File: config.mk
export PLATFORM = sky130hd
export DESIGN_NAME = uart_rx
export DESIGN_NICKNAME = d
export VERILOG_FILES = /design/src/rtl/uart_rx.sv
export SDC_FILE = /design/constraint.sdc
export NUM_CORES = 1
export LEC_CHECK = 0
export CAP_MARGIN = 20
export CORE_AREA = 2 2 63 65
export CTS_CLUSTER_DIAMETER = 60
export DETAILED_ROUTE_END_ITERATION = 7
export DIE_AREA = 0 0 65 67
export PLACE_DENSITY = 0.7
export SETUP_SLACK_MARGIN = 0.05
export SYNTH_ARGS = -nofsm -noshare
export SYNTH_HDL_FRONTEND = slang
export SYNTH_SLANG_ARGS = --single-unit
File: constraint.sdc
create_clock -name clk -period 2.6 [get_ports clk]
set_clock_uncertainty 0.05 [all_clocks]
set_input_delay 0.52 -clock clk [delete_from_list [all_inputs] [get_ports clk]]
set_output_delay 0.52 -clock clk [all_outputs]
set_load 0.01 [all_outputs]
File: src/rtl/uart_rx.sv
`default_nettype none
// +--------------------------------------------------------------------------+
// | Module   : uart_rx                                                       |
// | Purpose  : 16x-oversampling UART receiver, LSB-first, feeds the RX fifo. |
// |            Optional parity stage enabled by `define UART_RX_PARITY_EN.   |
// | Revision : 1.0  initial release                                          |
// +--------------------------------------------------------------------------+
module uart_rx #(
  parameter int DBIT       = 8,
  parameter int SB_TICK    = 16,
  parameter int PARITY_ODD = 0
) (
  input  logic            clk,
  input  logic            reset_n,
  input  logic            rx,
  input  logic            s_tick,
  output logic            rx_done_tick,
  output logic [DBIT-1:0] dout,
  output logic            frame_err,
  output logic            parity_err
);

  localparam int NW = (DBIT > 1) ? $clog2(DBIT) : 1;
  // Stop-bit spans above 16 ticks need a wider tick counter.
  localparam int SW = ($clog2(SB_TICK) > 4) ? $clog2(SB_TICK) : 4;

  localparam logic [NW-1:0] c_n_last = NW'(DBIT - 1);
  localparam logic [SW-1:0] c_s_mid  = SW'(7);
  localparam logic [SW-1:0] c_s_bit  = SW'(15);
  localparam logic [SW-1:0] c_s_stop = SW'(SB_TICK - 1);

  typedef enum logic [2:0] {
    IDLE   = 3'd0,
    START  = 3'd1,
    DATA   = 3'd2,
    PARITY = 3'd3,
    STOP   = 3'd4
  } state_t;

  state_t          r_state;
  logic            r_rx_meta;
  logic            r_rxs;
  logic            r_rxp;
  logic [SW-1:0]   r_s;
  logic [NW-1:0]   r_n;
  logic [DBIT-1:0] r_b;
  logic [DBIT-1:0] r_dout;
  logic            r_done;
  logic            r_ferr;

`ifdef UART_RX_PARITY_EN
  localparam logic c_parity_odd = (PARITY_ODD != 0);
  logic r_perr;
  logic r_perr_out;
`endif

  always_ff @(posedge clk or negedge reset_n) begin
    if (!reset_n) begin
      r_rx_meta <= 1'b1;
      r_rxs     <= 1'b1;
      r_rxp     <= 1'b1;
    end else begin
      r_rx_meta <= rx;
      r_rxs     <= r_rx_meta;
      r_rxp     <= r_rxs;
    end
  end

  always_ff @(posedge clk or negedge reset_n) begin
    if (!reset_n) begin
      r_state <= IDLE;
      r_s     <= '0;
      r_n     <= '0;
      r_b     <= '0;
      r_dout  <= '0;
      r_done  <= 1'b0;
      r_ferr  <= 1'b0;
`ifdef UART_RX_PARITY_EN
      r_perr     <= 1'b0;
      r_perr_out <= 1'b0;
`endif
    end else begin
      r_done <= 1'b0;
      r_ferr <= 1'b0;
`ifdef UART_RX_PARITY_EN
      r_perr_out <= 1'b0;
`endif
      case (r_state)
        IDLE: begin
          // Edge-triggered start so a line stuck low cannot re-arm the receiver.
          if (r_rxp && !r_rxs) begin
            r_state <= START;
            r_s     <= '0;
          end
        end

        START: begin
          if (s_tick) begin
            if (r_s == c_s_mid) begin
              if (!r_rxs) begin
                r_state <= DATA;
                r_s     <= '0;
                r_n     <= '0;
              end else begin
                r_state <= IDLE;
              end
            end else begin
              r_s <= r_s + 1'b1;
            end
          end
        end

        DATA: begin
          if (s_tick) begin
            if (r_s == c_s_bit) begin
              r_b <= {r_rxs, r_b[DBIT-1:1]};
              r_s <= '0;
              if (r_n == c_n_last) begin
`ifdef UART_RX_PARITY_EN
                r_state <= PARITY;
`else
                r_state <= STOP;
`endif
              end else begin
                r_n <= r_n + 1'b1;
              end
            end else begin
              r_s <= r_s + 1'b1;
            end
          end
        end

`ifdef UART_RX_PARITY_EN
        PARITY: begin
          if (s_tick) begin
            if (r_s == c_s_bit) begin
              r_perr  <= (^r_b) ^ r_rxs ^ c_parity_odd;
              r_s     <= '0;
              r_state <= STOP;
            end else begin
              r_s <= r_s + 1'b1;
            end
          end
        end
`endif

        STOP: begin
          if (s_tick) begin
            if (r_s == c_s_stop) begin
              r_state <= IDLE;
              if (r_rxs) begin
                r_dout <= r_b;
                r_done <= 1'b1;
`ifdef UART_RX_PARITY_EN
                r_perr_out <= r_perr;
`endif
              end else begin
                r_ferr <= 1'b1;
              end
            end else begin
              r_s <= r_s + 1'b1;
            end
          end
        end

        default: r_state <= IDLE;
      endcase
    end
  end

  assign rx_done_tick = r_done;
  assign dout         = r_dout;
  assign frame_err    = r_ferr;

`ifdef UART_RX_PARITY_EN
  assign parity_err = r_perr_out;
`else
  logic w_unused_parity_odd;
  assign w_unused_parity_odd = (PARITY_ODD != 0);
  assign parity_err          = 1'b0;
`endif

endmodule
`default_nettype wire

; ---- After elaboration in Yosys (flattened, before gate mapping)
; Cells that the tools add are included.
[word_totals]
register_bits = 31
in_bits = 4
[classes]
add_sub_neg = 2
n_eq_ne = 18
muxes = 34
n_reduce_logical = 10
[ops]
columns = cell, count
row1 = $mux 3, 14
row2 = $mux 4, 8
row3 = $ne 2x2->1 const B, 11
row4 = $pmux 4 s4, 1
row5 = $reduce_and 7->1, 2
row6 = $pmux 3 s4, 1
row7 = $mux 1, 8
row8 = $reduce_and 8->1, 1
row9 = $eq 3x3->1 const B, 2
row10 = $pmux 3 s2, 1
row11 = $add 4x1->4 const B, 1
row12 = $eq 4x3->1 const B, 1
row13 = $eq 4x4->1 const B, 1
row14 = $reduce_and 4->1, 1
row15 = $reduce_bool 4->1, 1
row16 = $add 3x1->3 const B, 1
row17 = $eq 3x1->1 const B, 1
row18 = $eq 3x2->1 const B, 1
row19 = $logic_not 3->1, 1
row20 = $ne 3x3->1 const B, 1
row21 = $reduce_and 3->1, 1
row22 = $mux 2, 1
row23 = $reduce_bool 2->1, 1
row24 = $logic_and 1x1->1, 1
row25 = $logic_not 1->1, 1

; ---- Longest topological paths before layout
; Gate-level depths: netlist of the first run.
[depth]
ltp_word = 5
depth_mapped = 6
mapped_depth_nobuf = 6

; ---- Least setup slack after synthesis of the first run
; Ideal clock, no wire load.
[synth_timing]
path_kind = register to register
startpoint = register r_n[0]
endpoint = register r_state[1]
setup_ps = 125
arrival_ps = 1654
slack_ps = 771
path_stages_with_launch = 6
path_cell_list = dfrtp_1 ha_1 ha_1 or4b_1 nand4_2 mux2_4
[synth_via]
elab_chain_len = 3
[synth_rtl]
columns = element, line
row1 = "start, declared", 45  ; logic [NW-1:0] r_n;
row2 = "start signal, assigned", 125  ; r_n <= r_n + 1'b1;
row3 = $eq 3x3->1, 118  ; if (r_n == c_n_last) begin
row4 = $ne 2x2->1 (no line), -
row5 = $reduce_and 8->1 (no line), -
row6 = "end signal, assigned", 105  ; r_state <= IDLE;
row7 = "end signal, assigned", 122  ; r_state <= STOP;
row8 = "end signal, assigned", 150  ; r_state <= IDLE;
row9 = "end, declared", 40  ; state_t r_state;
; No other way between the ends.
; A chain may end at the register's enable or synchronous reset.

; ---- Worst setup path in the final report of the first run
[layout_timing]
startpoint = register r_state[0]
endpoint = register r_b[4]
[layout_via]
elab_chain_len = 2
[layout_rtl]
columns = element, line
row1 = "start signal, assigned", 71  ; r_state <= IDLE;
row2 = "start signal, assigned", 92  ; r_state <= START;
row3 = "start signal, assigned", 101  ; r_state <= DATA;
row4 = $eq 3x2->1, 88  ; case (r_state)
row5 = $reduce_and 3->1 (no line), -
row6 = "end signal, assigned", 116  ; r_b <= {r_rxs, r_b[DBIT-1:1]};
row7 = "end, declared", 46  ; logic [DBIT-1:0] r_b;
; No other way between the ends.

==> results by stage, run 1 <==
Cells and area:
- Registers take just under 800 um2.
- The fraction of final layout cells with drive strength greater than 1 is 34.33%.
- The leading cell type in the layout, fill and taps excluded is sky130_fd_sc_hd__dfrtp_1.
- Counting the fill cells in the layout gives roughly 320.
- The cell area after layout is 0.001841 mm2.
- For this run, the post-layout net count is 140.
- The area of the multi-input gates is 737.0 um2.
- The number of standard cells in the final layout excluding fillers is ~180.
- The area growth from synthesis to layout is 15.92%.
- 0 antenna diodes ended up in the layout.
- The top cell types in the final layout, fill and taps aside, are sky130_fd_sc_hd__dfrtp_1 (28), sky130_fd_sc_hd__clkdlybuf4s50_1 (13), sky130_fd_sc_hd__mux2_4 (11).

Route:
- The vias per cell is ~5.3.
- After detailed routing, the total wire length is approximately 2.7 mm.
- The first detailed-routing pass took 4 iterations.
- The number of nets still failing antenna checks after routing is 0.
- For this run, design rule violations remaining after detail routing come to 0.
- The total number of vias is between 900 and 1k.
- The detailed router finished its first iteration with about 100 violations.
- The average wire per standard cell is 15.10 um.

Yosys:
- Synthesis produced 118 cells.
- Counting flops with an async set or reset pin after synthesis yields a share of 100.0%.
- The net count after synthesis is roughly 130.
- Summing the areas of all xor and xnor instances in the mapped netlist gives less than 1% of the synthesized area.
- The post-synthesis share of cell area spent on full adders, half adders and majority gates is between 2 and 2.5%.
- After synthesis, the netlist uses 45 different library cells.
- The number of flops mapped to enable cells by yosys is 0.
- In this run the mean area of a mapped cell was approximately 13 um2.
- The count of synthesis-stage warnings from yosys is 0.
- The share of synthesized area spent on multiplexers is a little under a fifth.
- The combinational family with the most area after synthesis is multiplexers.
- The most used flip-flop cell after synthesis is sky130_fd_sc_hd__dfrtp_1.
- The post-synth design cell area is approximately 0.0016 mm2.
- The synthesized-area fraction occupied by ao, oa, aoi and oai cells is around 8%.
- The simple-gate share of the synthesized area is between 10% and 20%.
- The number of register bits inferred by synthesis is 31.
- The share of the Yosys chip area taken by registers is 49.09%.

Worst setup path:
- STA classifies the critical path startpoint as a flip-flop.
- The stage delay of the slowest cell on the critical path is roughly 0.54 ns.
- The slowest stage of the critical path belongs to the cell sky130_fd_sc_hd__dfrtp_1.
- The endpoint type of the worst setup path is a flip-flop.
- In this design, the largest share of critical-path delay is due to simple AND/OR/NAND/NOR gates.
- Together, buffers and inverters on the worst path number 0.
- For the worst setup path, the data arrival time is about 2.2 ns.
- The critical setup path kind is flip-flop to flip-flop.
- The critical-path maximum fanout is 13.
- At the worst endpoint, the required time is around 2.7 ns.
- Walking the worst path, the cells encountered are nor3b_2 > and3_1 > mux2_2.

Floorplanning:
- The die outline area is 0.004355 mm2.
- The top-level I/O count is 15.
- The count of standard-cell rows is 22.
- The effective utilization at floorplan is 44.03%.
- From left edge to right edge, the die measures roughly 65 um.
- Measured along the y axis, the die boundary spans 67 um.
- The core area is 0.003606 mm2.

STA:
- The maximum clock frequency is just under 0.5 GHz.
- Setup repair after global routing left no endpoint under its margin.
- At the pin with the least slew margin, the transition time is 0.5417 ns.
- The minimum period implied by the final worst setup slack is 2.082 ns.
- The count of final setup violators is 0.
- The max-slew violation count came to 0.
- Setup slack on the critical path of the routed design comes to between 0.5 and 0.6 ns.
- The final number of hold-violating endpoints is 0.
- After layout, the worst path uses 80.07% of the clock period.
- The worst slew margin relative to its limit is a little under two thirds.
- In the final timing run, aggregate negative setup slack is 0 ns.

Clock network:
- The H-tree was split into 2 levels.
- In this run the clock root is driven by a sky130_fd_sc_hd__clkbuf_8.
- At the later pin of the worst-skew pair, clock insertion delay measures 0.28 ns.
- Clock tree synthesis found a total of 31 sinks.
- TritonCTS created 5 clock buffers.
- TritonCTS built the clock tree.
- The number of buffers inserted by hold repair at cts is 0.
- The number of resized instances in the post-cts repair step is 0.
- The number of buffers on the longest clock path is 2.
- Clock-pin slew was measured on the worst setup and hold paths at approximately 0.060 ns.
- The number of setup buffers added after CTS is 0.

Placement:
- Summing all placed instances gives a cell area of approximately 0.0017 mm2.
- The half-perimeter wire length after detailed placement is approximately 1.9 mm.
- The count of buffers added on input and output ports is 13.
- Once placement completed, the tool counted placed cells totaling approximately 170.
- The worst slack at placement is slightly above 0.3 ns.
- At the end of routability-driven placement, the weighted congestion stood at 0.8758.

GRT:
- For this run, the total global-route usage over all layers was measured as between 10% and 20%.
- The number of antenna violations at the first check in global routing is 0.
- Entering global routing, the biggest net connects 32 pins.
- The via count of the first global-routing pass is around 1.0k.
- The total overflow left after global routing is 0.
- The first global-routing pass estimated roughly 4.8 mm of wire.

Hold path:
- The type of the worst min-delay path is flip-flop to flip-flop.

Power and ir drop:
- The worst vdd rail ir drop is 0.4368 mV.
- Summing internal, switching and leakage power gives about 0.0015 W.
- The static leakage power is approximately 0.88 nW.
- Dividing total power by cell area gives a power density of a little over 800 mW/mm2.

Job:
- The tool flagged a number of max-cap violations equal to 0.

Run status:
- The run finished with clean final reports.
[logic make-up after synthesis]
group | Yosys count
simple gates | 33
other cells | 1
xor+xnor | 1
mux | 23
compound gates | 14
flops | 31
fa+ha+maj | 3
buf+inv | 12
[worst register-to-register path, stage by stage, from the launching register on]
cell and delay, ns:
sky130_fd_sc_hd__dfrtp_1 0.54, sky130_fd_sc_hd__nor3b_2 0.51, sky130_fd_sc_hd__and3_1 0.48, sky130_fd_sc_hd__mux2_2 0.39
[area by class of cell]
class / instances / share of cell area, %
Sequential cell: 31 / 42.35
Timing Repair Buffer: 15 / 7.886
Inverter: 5 / 1.020
Tap cell: 48 / 3.263
Multi-Input combinational cell: 75 / 40.04
Clock buffer: 8 / 5.438
[per-stage QoR]
step           hold slack [ns]  utilization (%)
6_report                0.3070            51.04
5_1_grt                 0.3100            51.04
4_1_cts                 0.3085            51.04
3_5_place_dp            0.2995            48.27
3_3_place_gp            0.2966            48.27
2_1_floorplan           0.1744                -
[report_power, final]
group,total (W),leakage (nW),switching (W),internal [W]
combinational,0.000479,0.415,0.000225,0.000254
clock,0.000410,0.0515,0.000169,0.000241
sequential,0.000635,0.417,0.0000898,0.000546
[registers in the layout, indices dropped and copies added (netlist names)]
signal / cells
dout: 8
r_b: 8
r_s: 4
r_n: 3
r_state: 3
frame_err: 1
r_rx_meta: 1
r_rxp: 1
r_rxs: 1
rx_done_tick: 1
[final timing paths]
check | start | to | slack [ns] | cells past startpoint
worst min register to register | r_rx_meta | r_rxs | 0.31 | 0
max in group asynchronous | reset_n | r_rxp | 1.60 | 2
min in group asynchronous | reset_n | r_s[2] | 0.58 | 2
worst max-delay path | r_state[0] | r_b[4] | 0.52 | 3
worst min-delay path | r_rx_meta | r_rxs | 0.31 | 0
worst max register to register | r_state[0] | r_b[4] | 0.52 | 3
[cell usage after synthesis, types with 2 or more instances]
master | number | area, um2
sky130_fd_sc_hd__dfrtp_1 | 28 | 700.7
sky130_fd_sc_hd__mux2_4 | 11 | 165.2
sky130_fd_sc_hd__mux2_2 | 9 | 101.4
sky130_fd_sc_hd__inv_1 | 5 | 18.77
sky130_fd_sc_hd__and3_1 | 4 | 25.02
sky130_fd_sc_hd__nor2_1 | 4 | 15.01
sky130_fd_sc_hd__buf_2 | 3 | 15.01
sky130_fd_sc_hd__dfstp_2 | 3 | 78.83
sky130_fd_sc_hd__ha_1 | 3 | 37.54
sky130_fd_sc_hd__nand2_1 | 3 | 11.26
sky130_fd_sc_hd__nor2b_1 | 3 | 18.77
sky130_fd_sc_hd__a21oi_1 | 2 | 10.01
sky130_fd_sc_hd__a22oi_1 | 2 | 15.01
sky130_fd_sc_hd__buf_4 | 2 | 15.01
sky130_fd_sc_hd__buf_6 | 2 | 22.52
sky130_fd_sc_hd__mux2i_1 | 2 | 20.02
sky130_fd_sc_hd__nand3_1 | 2 | 10.01
sky130_fd_sc_hd__nor3b_1 | 2 | 15.01
sky130_fd_sc_hd__nor3b_2 | 2 | 25.02
[per-layer routing]
metal	global-route usage, %	up-vias	share of wire [%]
li1	-	456	-
met1	17.44	480	45
met2	24.36	26	48
met3	6.588	5	6.0
met4	5.585	0	1.4
met5	0	-	0
Note: power is estimated with default switching activity, not from simulation.
==> run 2, diff against run 1 <==
Clock period 2.6 ns to 1.95 ns, I/O delays scaled along.
==> run 2 against run 1 <==
Net effect:
- cell count up 6.0%
- first-iteration DRC count fell by 41%
- non-clock buffer count is 11 higher
- count of clock-buffer cells in the layout fell by 2
- global-route usage fell by 0.11 points
- sequential power increased by 35%
- critical path type unchanged
- largest power group unchanged
==> results by stage, run 2 (synthesis gave the netlist of run 1 again) <==
Power and ir drop:
- Summed over all cells, the static leakage comes to 0.9444 nW.
- The share of total power dissipated in sequential elements is around 37%.
- Per report_power, the clock group accounts for ~28% of the total.
- The cell internal power dissipation is between 0.0015 and 0.002 W.
- The share of power burned in combinational logic is a little over a third.
- IR analysis of the VDD net gives a maximum drop of 0.5143 mV.
- For this design the total switching power over the nets is ~0.00072 W.
- In this run switching power makes up 30.80% of total power.
- Power spread over the standard cell area amounts to approximately 1200 mW/mm2.

Route:
- The count of nets left with antenna violations once routing finished came out at 0.
- For this run, design rule violations remaining after detail routing come to 0.
- After detailed routing, the total wire length is 2.851 mm.
- The vias per cell is between 5 and 6.
- Dividing the detail-routed wire length by the instance count gives about 15 um.
- The first routing iteration left between 60 and 70 violations.
- For this run, the detailed router's first-pass iteration total came to 3.
- The total number of vias is approximately 1.0k.

Clock network:
- The number of buffers on the longest clock path is 2.
- The cell sitting at the root of the clock tree is a sky130_fd_sc_hd__clkbuf_8.
- The later-pin clock latency in the skew report is 0.29 ns.
- Clock-pin slew was measured on the worst setup and hold paths at roughly 0.07 ns.
- Counting the buffers created by CTS gives 5.
- The tree built by TritonCTS fans out to 31 sinks.
- TritonCTS built the clock tree.
- The H-tree level count is 2.

GRT:
- The number of antenna violations at the first check in global routing is 0.
- The overall track demand over capacity in global routing is 14.86%.
- The remaining global-route overflow is 0.
- The maximum number of pins on one net before global-route repair is 32.
- The first global-routing pass estimated 4.754 mm of wire.
- The via count of the first global-routing pass is around 1.0k.

Floorplanning:
- The region available for standard cell placement spans 0.003606 mm2.
- 15 I/O pins were placed.
- The die is around 67 um tall.
- The initialized floorplan defines 22 standard-cell rows.
- Once the floorplan was initialized, standard cells occupied 44.03% of the core.
- The die outline area is roughly 0.0044 mm2.
- The horizontal extent of the die is ~65 um.

Cells and area:
- The post-route netlist has approximately 45% of its cells at a drive strength greater than 1.
- The number of standard cells in the final layout excluding fillers is 193.
- The fill cell instance count of the final layout is ~310.
- Leaving out fill and tap cells, the most frequent cell in the layout is sky130_fd_sc_hd__dfrtp_1.
- The repair_antennas step left the layout with diodes totalling 0.
- The number of nets in the layout is around 150.
- From synthesis to final layout, the design area changed by 24.51%.
- The library cells used most frequently in the layout, excluding fill and tap cells, are sky130_fd_sc_hd__dfrtp_1 (26), sky130_fd_sc_hd__clkdlybuf4s50_1 (13), sky130_fd_sc_hd__buf_4 (13).
- Cells fill roughly 55% of the core in the end.

Worst setup path:
- Data on the critical path arrives at its endpoint at roughly 2.0 ns.
- The critical-path maximum fanout is 3.
- The worst reg2reg path depth is 5.
- At the worst endpoint, the required time is between 2 and 2.5 ns.
- The startpoint of the worst register-to-register path is r_n[0].
- The critical register-to-register path endpoint is r_state[2].
- STA classifies the critical path endpoint as a flip-flop.
- The setup check on the worst reg-to-reg path leaves a slack of between 0.09 and 0.1 ns.
- STA classifies the critical path startpoint as a flip-flop.
- The worst setup path endpoint is r_state[2].
- The critical setup path kind is flip-flop to flip-flop.
- The most critical setup path has its startpoint at r_n[0].

Placement:
- The count of input and output buffers is 13.
- Routability-driven placement finished with a final weighted congestion of between 0.8 and 0.9.
- The half-perimeter wire length after detailed placement is 1.919 mm.
- OpenSTA, run right after detailed placement, puts the worst setup slack at -0.007260 ns.
- After detailed placement, the design holds a cell count of 182.

STA:
- The max-slew violation count is 0.
- The clock period could shrink to 1.853 ns.
- The hold slack is a little over 0.3 ns.
- Setup repair after global routing left no endpoint under its margin.
- Setup violations remaining at the end of the flow were counted as 0.
- The maximum clock frequency is 0.5398 GHz.
- The final number of hold-violating endpoints came to 0.
- In the post-route analysis, the smallest setup slack over all paths is a little under 0.1 ns.
- The final worst-path cycle share is 95.00%.

Job:
- Across the run, the number of max-cap violations was 0.

Hold path:
- The path class of the tightest hold or removal check is flip-flop to flip-flop.

Run status:
- The flow ran to the end, and the final reports show no timing, DRC or antenna violations.
run 2: what timing repair did:
item | 4_1_cts | 5_1_grt
pin swaps | 0 | 3
gates resized for setup | 3 | 6
buffers inserted | 1 | 2
setup endpoints to repair | 5 | 6
gates cloned | 0 | 0
hold buffers | 0 | 0
run 2: per-layer routing:
metal  up-vias  GRT usage [%]  part of all wire, %
li1        475              -                    -
met1       507          18.51                   45
met2        22          23.07                   49
met3         4          5.574                  5.3
met4         0          6.383                  1.4
met5         -              0                    0
run 2: how the worst min path moves through the flow:
stage / cells past startpoint / endpoint / startpoint
5_1_grt: 0 / r_rxs / r_rx_meta
4_1_cts: 0 / r_rxs / r_rx_meta
6_report: 0 / r_rxs / r_rx_meta
3_3_place_gp: 0 / r_rxs / r_rx_meta
2_1_floorplan: 0 / dout[0] / reset_n
3_5_place_dp: 0 / r_rxs / r_rx_meta
run 2: power groups by stage:
stage | clock [W] | sequential, W | combinational [W]
floorplan | 0 | 0.000795 | 0.000607
global placement | 0 | 0.000850 | 0.000678
detailed placement | 0 | 0.000856 | 0.000701
CTS | 0.000673 | 0.000846 | 0.000727
global route | 0.000698 | 0.000872 | 0.000896
finish | 0.000657 | 0.000856 | 0.000814
run 2: area by class of cell:
class | count | area [um2] | share of cell area [%]
flip-flops and latches | 31 | 782.0 | 39.56
multi-input cells | 75 | 770.7 | 38.99
repair buffers | 26 | 227.7 | 11.52
clock buffers | 6 | 82.58 | 4.177
well taps | 48 | 60.06 | 3.038
clock inverters | 2 | 35.03 | 1.772
inverters | 5 | 18.77 | 0.9494
run 2: per-stage QoR:
stage | total power, W | cell area [um2] | setup TNS [ns]
finish | 0.002328 | 1977 | 0
global placement | 0.001528 | 1800 | 0
floorplan | 0.001402 | 1588 | 0
global route | 0.002466 | 1977 | 0
detailed placement | 0.001557 | 1800 | -0.007260
CTS | 0.002246 | 1934 | 0
run 2: critical path, stage by stage, from the launching register on:
cell and delay (ns):
sky130_fd_sc_hd__dfrtp_1 0.39, sky130_fd_sc_hd__ha_1 0.21, sky130_fd_sc_hd__ha_2 0.18, sky130_fd_sc_hd__or4b_4 0.50, sky130_fd_sc_hd__nand4_4 0.10, sky130_fd_sc_hd__mux2_4 0.30
==> run 3, diff against run 2 <==
Settings changed: ABC_AREA set to 1, CORE_AREA 2 2 63 65 to 2 2 64 66, DIE_AREA 0 0 65 67 to 0 0 66 68, MAX_ROUTING_LAYER set to met4, PLACE_DENSITY 0.7 to 0.71.
==> run 3 against run 2 <==
Net effect:
- critical path depth grew 3
- final area is 1.0% lower
- synthesized cell count increased by 63%
- register-to-register slack better by 0.16 ns
- non-clock buffer count decreased by 11
- sequential power decreased by 8.4%
- first-iteration DRC count down 48%
- die area is 3.1% higher
- setup slack improved by 0.16 ns
- fmax grew 9.6%
- routed wire length is 4.6% higher
- sequential share of layout area rose by 0.28 points
- largest power group is now combinational logic
==> results by stage, run 3 <==
Worst setup path:
- The critical setup path kind is flip-flop to flip-flop.
- In this run the worst path has a maximum fanout of 16.
- The kind of launch point of the worst setup path is a flip-flop.
- In this design, the critical path's most frequently occurring cell is sky130_fd_sc_hd__nand2_1.
- The slowest stage of the critical path is the sky130_fd_sc_hd__dfrtp_1 cell.
- The startpoint of the worst register-to-register path is r_s[0].
- The setup slack on the worst flop-to-flop path is 0.26 ns.
- The worst reg2reg path depth is 8.
- For this run, the slowest stage of the critical path takes 0.42 ns.
- Data arrives at the worst endpoint at 1.81 ns.
- STA classifies the critical path endpoint as a flip-flop.
- The critical register-to-register path endpoint is dout[3].
- Traced cell by cell, the critical path runs through ha_1 > nand2_1 > inv_2 > nand2_4 > nor2_4 > nand3_4 > nand2_1 > o21ai_2.
- For the worst setup path, the data required time is 2.07 ns.

Yosys:
- The sequential cell area fraction in the yosys report is ~47%.
- The number of register bits inferred by synthesis is 31.
- The number of nets handed over by synthesis was ~200.
- Counting instances in the post-synthesis netlist gives the leading cell types as sky130_fd_sc_hd__nand2_1 (52), sky130_fd_sc_hd__dfrtp_1 (28), sky130_fd_sc_hd__nand3_1 (22).
- In this run the mean area of a mapped cell was about 8.7 um2.
- The leading area contributor after synthesis is sky130_fd_sc_hd__dfrtp_1.
- The leading cell type by number of instances after synthesis is sky130_fd_sc_hd__nand2_1.
- Counting flops with a built-in enable in the synthesized netlist gives 0.
- Ranked by total cell area, the synthesized netlist is headed by sky130_fd_sc_hd__dfrtp_1 (42%), sky130_fd_sc_hd__nand2_1 (12%), sky130_fd_sc_hd__nand3_1 (6.6%).
- The count of synthesis-stage warnings from yosys is 0.
- After synthesis the cells add up to about 0.0017 mm2.
- The share of async-settable or async-resettable flops after synthesis is 100.0%.
- Yosys mapped the design onto 28 distinct sky130hd cell types.
- The most used flip-flop cell after synthesis is sky130_fd_sc_hd__dfrtp_1.
- In the synthesized netlist, the number of instances is 192.
- The synthesized design devotes to its leading area cell type 41.98% of total area.

GRT:
- The remaining global-route overflow is 0.
- Entering global routing, the biggest net connects 32 pins.
- The via count of the first global-routing pass is 1,147.
- The number of antenna violations at the first check in global routing came to 0.
- In the global route stage, overall resource usage came out at 15.79%.
- The first global-routing pass estimated between 5 and 6 mm of wire.

Power and ir drop:
- The static leakage power is around 0.95 nW.
- The reported net switching power is between 0.0008 and 0.0009 W.
- In this run, the clock network consumes between 20% and 30% of the power.
- Registers are responsible for about 36% of the overall power.
- In this run the power density over the cells is around 1100 mW/mm2.
- The worst vdd rail ir drop is 0.6915 mV.
- Net switching is 40.06% of the power.
- Per report_power, the combinational group accounts for approximately two fifths of the total.
- The cell internal power dissipation is between 0.001 and 0.0015 W.
- The overall power consumption is roughly 0.0022 W.

Hold path:
- The worst hold path terminates at r_rxs.
- Counting instances, the worst hold path has a depth of 0.
- The worst hold path startpoint is r_rx_meta.
- The type of the worst min-delay path is flip-flop to flip-flop.

Clock network:
- The longest clock path from root to sink contains 2 buffers.
- The number of gates resized after CTS was 0.
- The H-tree level count is 2.
- TritonCTS built the clock tree.
- The buffer count from post-CTS setup fixing is 0.
- TritonCTS created 5 clock buffers.
- The clock reaches the later pin of the worst-skew pair after 0.28 ns.
- For this design, the sink count on the clock tree is 31.
- After clock tree synthesis, the clock-pin slew on the worst setup and hold paths is roughly 0.060 ns.
- The cell sitting at the root of the clock tree is a sky130_fd_sc_hd__clkbuf_8.
- The number of buffers inserted by hold repair at cts is 0.

Placement:
- The weighted congestion reported at the end of routability-driven placement is roughly 0.87.
- The half-perimeter wire length after detailed placement is 2.245 mm.
- In this run the tool buffered the top-level ports with 13 buffer cells.

Cells and area:
- Compared with the post-synthesis result, the final layout area differs by 17.24%.
- The fraction of final layout cells with drive strength greater than 1 is 22.17%.
- 0 antenna diodes ended up in the layout.
- After the last flow step, the layout net total stands at about 220.
- The leading cell type in the layout, fill and taps excluded is sky130_fd_sc_hd__nand2_1.
- The library cells used most frequently in the layout, excluding fill and tap cells, are sky130_fd_sc_hd__nand2_1 (52), sky130_fd_sc_hd__dfrtp_1 (28), sky130_fd_sc_hd__nand3_1 (22).

Route:
- The count of unresolved DRC violations after routing is 0.
- The vias per cell is 4.763.
- After detailed routing, the total wire length is approximately 3 mm.
- The number of nets still failing antenna checks after routing is 0.
- The initial detailed-routing violation count is 32.
- The number of optimization iterations in the first detailed-route pass is 4.
- The average wire per standard cell is approximately 11 um.
- Detailed routing inserted a total of 1,248 vias.

STA:
- The max-slew violation count came to 0.
- In the final timing run, aggregate negative setup slack is 0 ns.
- The final worst-path cycle share is between 80% and 90%.
- The count of final setup violators is 0.
- Derived from the worst setup path, the maximum achievable clock frequency is 0.5914 GHz.
- Counting I/O delays and the setup requirement, the final critical path takes about 1.7 ns.
- The final number of hold-violating endpoints is 0.
- Setup repair after global routing left no endpoint under its margin.

Floorplanning:
- The die outline area is about 0.0045 mm2.
- In this run the standard cell core region covers just under 0.004 mm2.
- Pin placement for this block handled 15 I/O pins.
- The horizontal extent of the die is 66 um.
- The floorplan has 23 rows.
- Once the floorplan was initialized, standard cells occupied between 40% and 50% of the core.
- Measured along the y axis, the die boundary spans between 60 and 70 um.

Run status:
- The run finished with clean final reports.

Job:
- The max capacitance violation total is 0.
[run 3: cell types whose count changed in the layout (fill, tap and decap cells not counted), moves of 10 or more]
cell	previous run	this run
sky130_fd_sc_hd__nand2_1	3	52
sky130_fd_sc_hd__nand2_2	0	10
sky130_fd_sc_hd__buf_4	13	2
sky130_fd_sc_hd__nand3_1	1	22
sky130_fd_sc_hd__inv_1	5	18
sky130_fd_sc_hd__mux2_4	11	0
[run 3: worst max-delay path, delay by kind of cell (launching register included)]
| family | cells | cell delay, ns |
|---|---|---|
| and+or+nand+nor | 5 | 0.69 |
| DFF | 1 | 0.42 |
| adders and majority gates | 1 | 0.22 |
| buffers and inverters | 1 | 0.14 |
| AOI/OAI and AO/OA | 1 | 0.06 |
[run 3: per-stage QoR]
step / cells / setup slack, ns / utilization (%) / instance area (um2) / hold WS, ns
3_5_place_dp: 254 / 0.1974 / 48.05 / 1853 / 0.2998
2_1_floorplan: 192 / 0.4927 / - / 1669 / 0.04441
6_report: 262 / 0.2592 / 50.75 / 1957 / 0.3062
5_1_grt: 262 / 0.1194 / 50.75 / 1957 / 0.3101
4_1_cts: 262 / 0.2519 / 50.75 / 1957 / 0.3089
3_3_place_gp: 254 / 0.2251 / 48.05 / 1853 / 0.2977
[run 3: area by class of cell]
cell class / count / area, um2
Multi-Input combinational cell: 135 / 777.0
Clock buffer: 7 / 96.34
Fill cell: 397 / 1899
Inverter: 23 / 88.84
Tap cell: 50 / 62.56
Sequential cell: 31 / 779.5
Clock inverter: 1 / 7.507
Timing Repair Buffer: 15 / 145.1
[run 3: kinds of logic after synthesis]
family                     after synthesis  synth area share, %
DFF                                     31                46.70
and+or+nand+nor                        113                36.73
buffers and inverters                   26                6.746
other                                    1               0.2247
xor gates and xnor gates                 1               0.5248
adders and majority gates                3                2.249
AOI/OAI and AO/OA                       17                6.822
[run 3: layer usage]
layer / vias up / track usage [%] / part of all wire [%]
li1: 644 / - / -
met1: 578 / 20.08 / 48
met2: 19 / 24.87 / 47
met3: 7 / 4.441 / 4.1
met4: 0 / 4.592 / 1.3
met5: - / - / 0
[run 3: how the worst max path moves through the flow]
stage,slack (ns),end,from
global placement,0.23,r_s[3],s_tick
finish,0.26,dout[3],r_s[0]
floorplan,0.49,dout[6],r_s[0]
global route,0.12,r_state[0],r_s[0]
CTS,0.25,dout[2],r_s[0]
detailed placement,0.20,r_s[3],s_tick
[run 3: power by group through the flow]
stage | clock network (W) | registers [W] | logic (W)
finish | 0.000556 | 0.000784 | 0.000835
global route | 0.000603 | 0.000791 | 0.000946
CTS | 0.000570 | 0.000783 | 0.000843
detailed placement | 0 | 0.000795 | 0.000841
global placement | 0 | 0.000794 | 0.000823
floorplan | 0 | 0.000775 | 0.000688
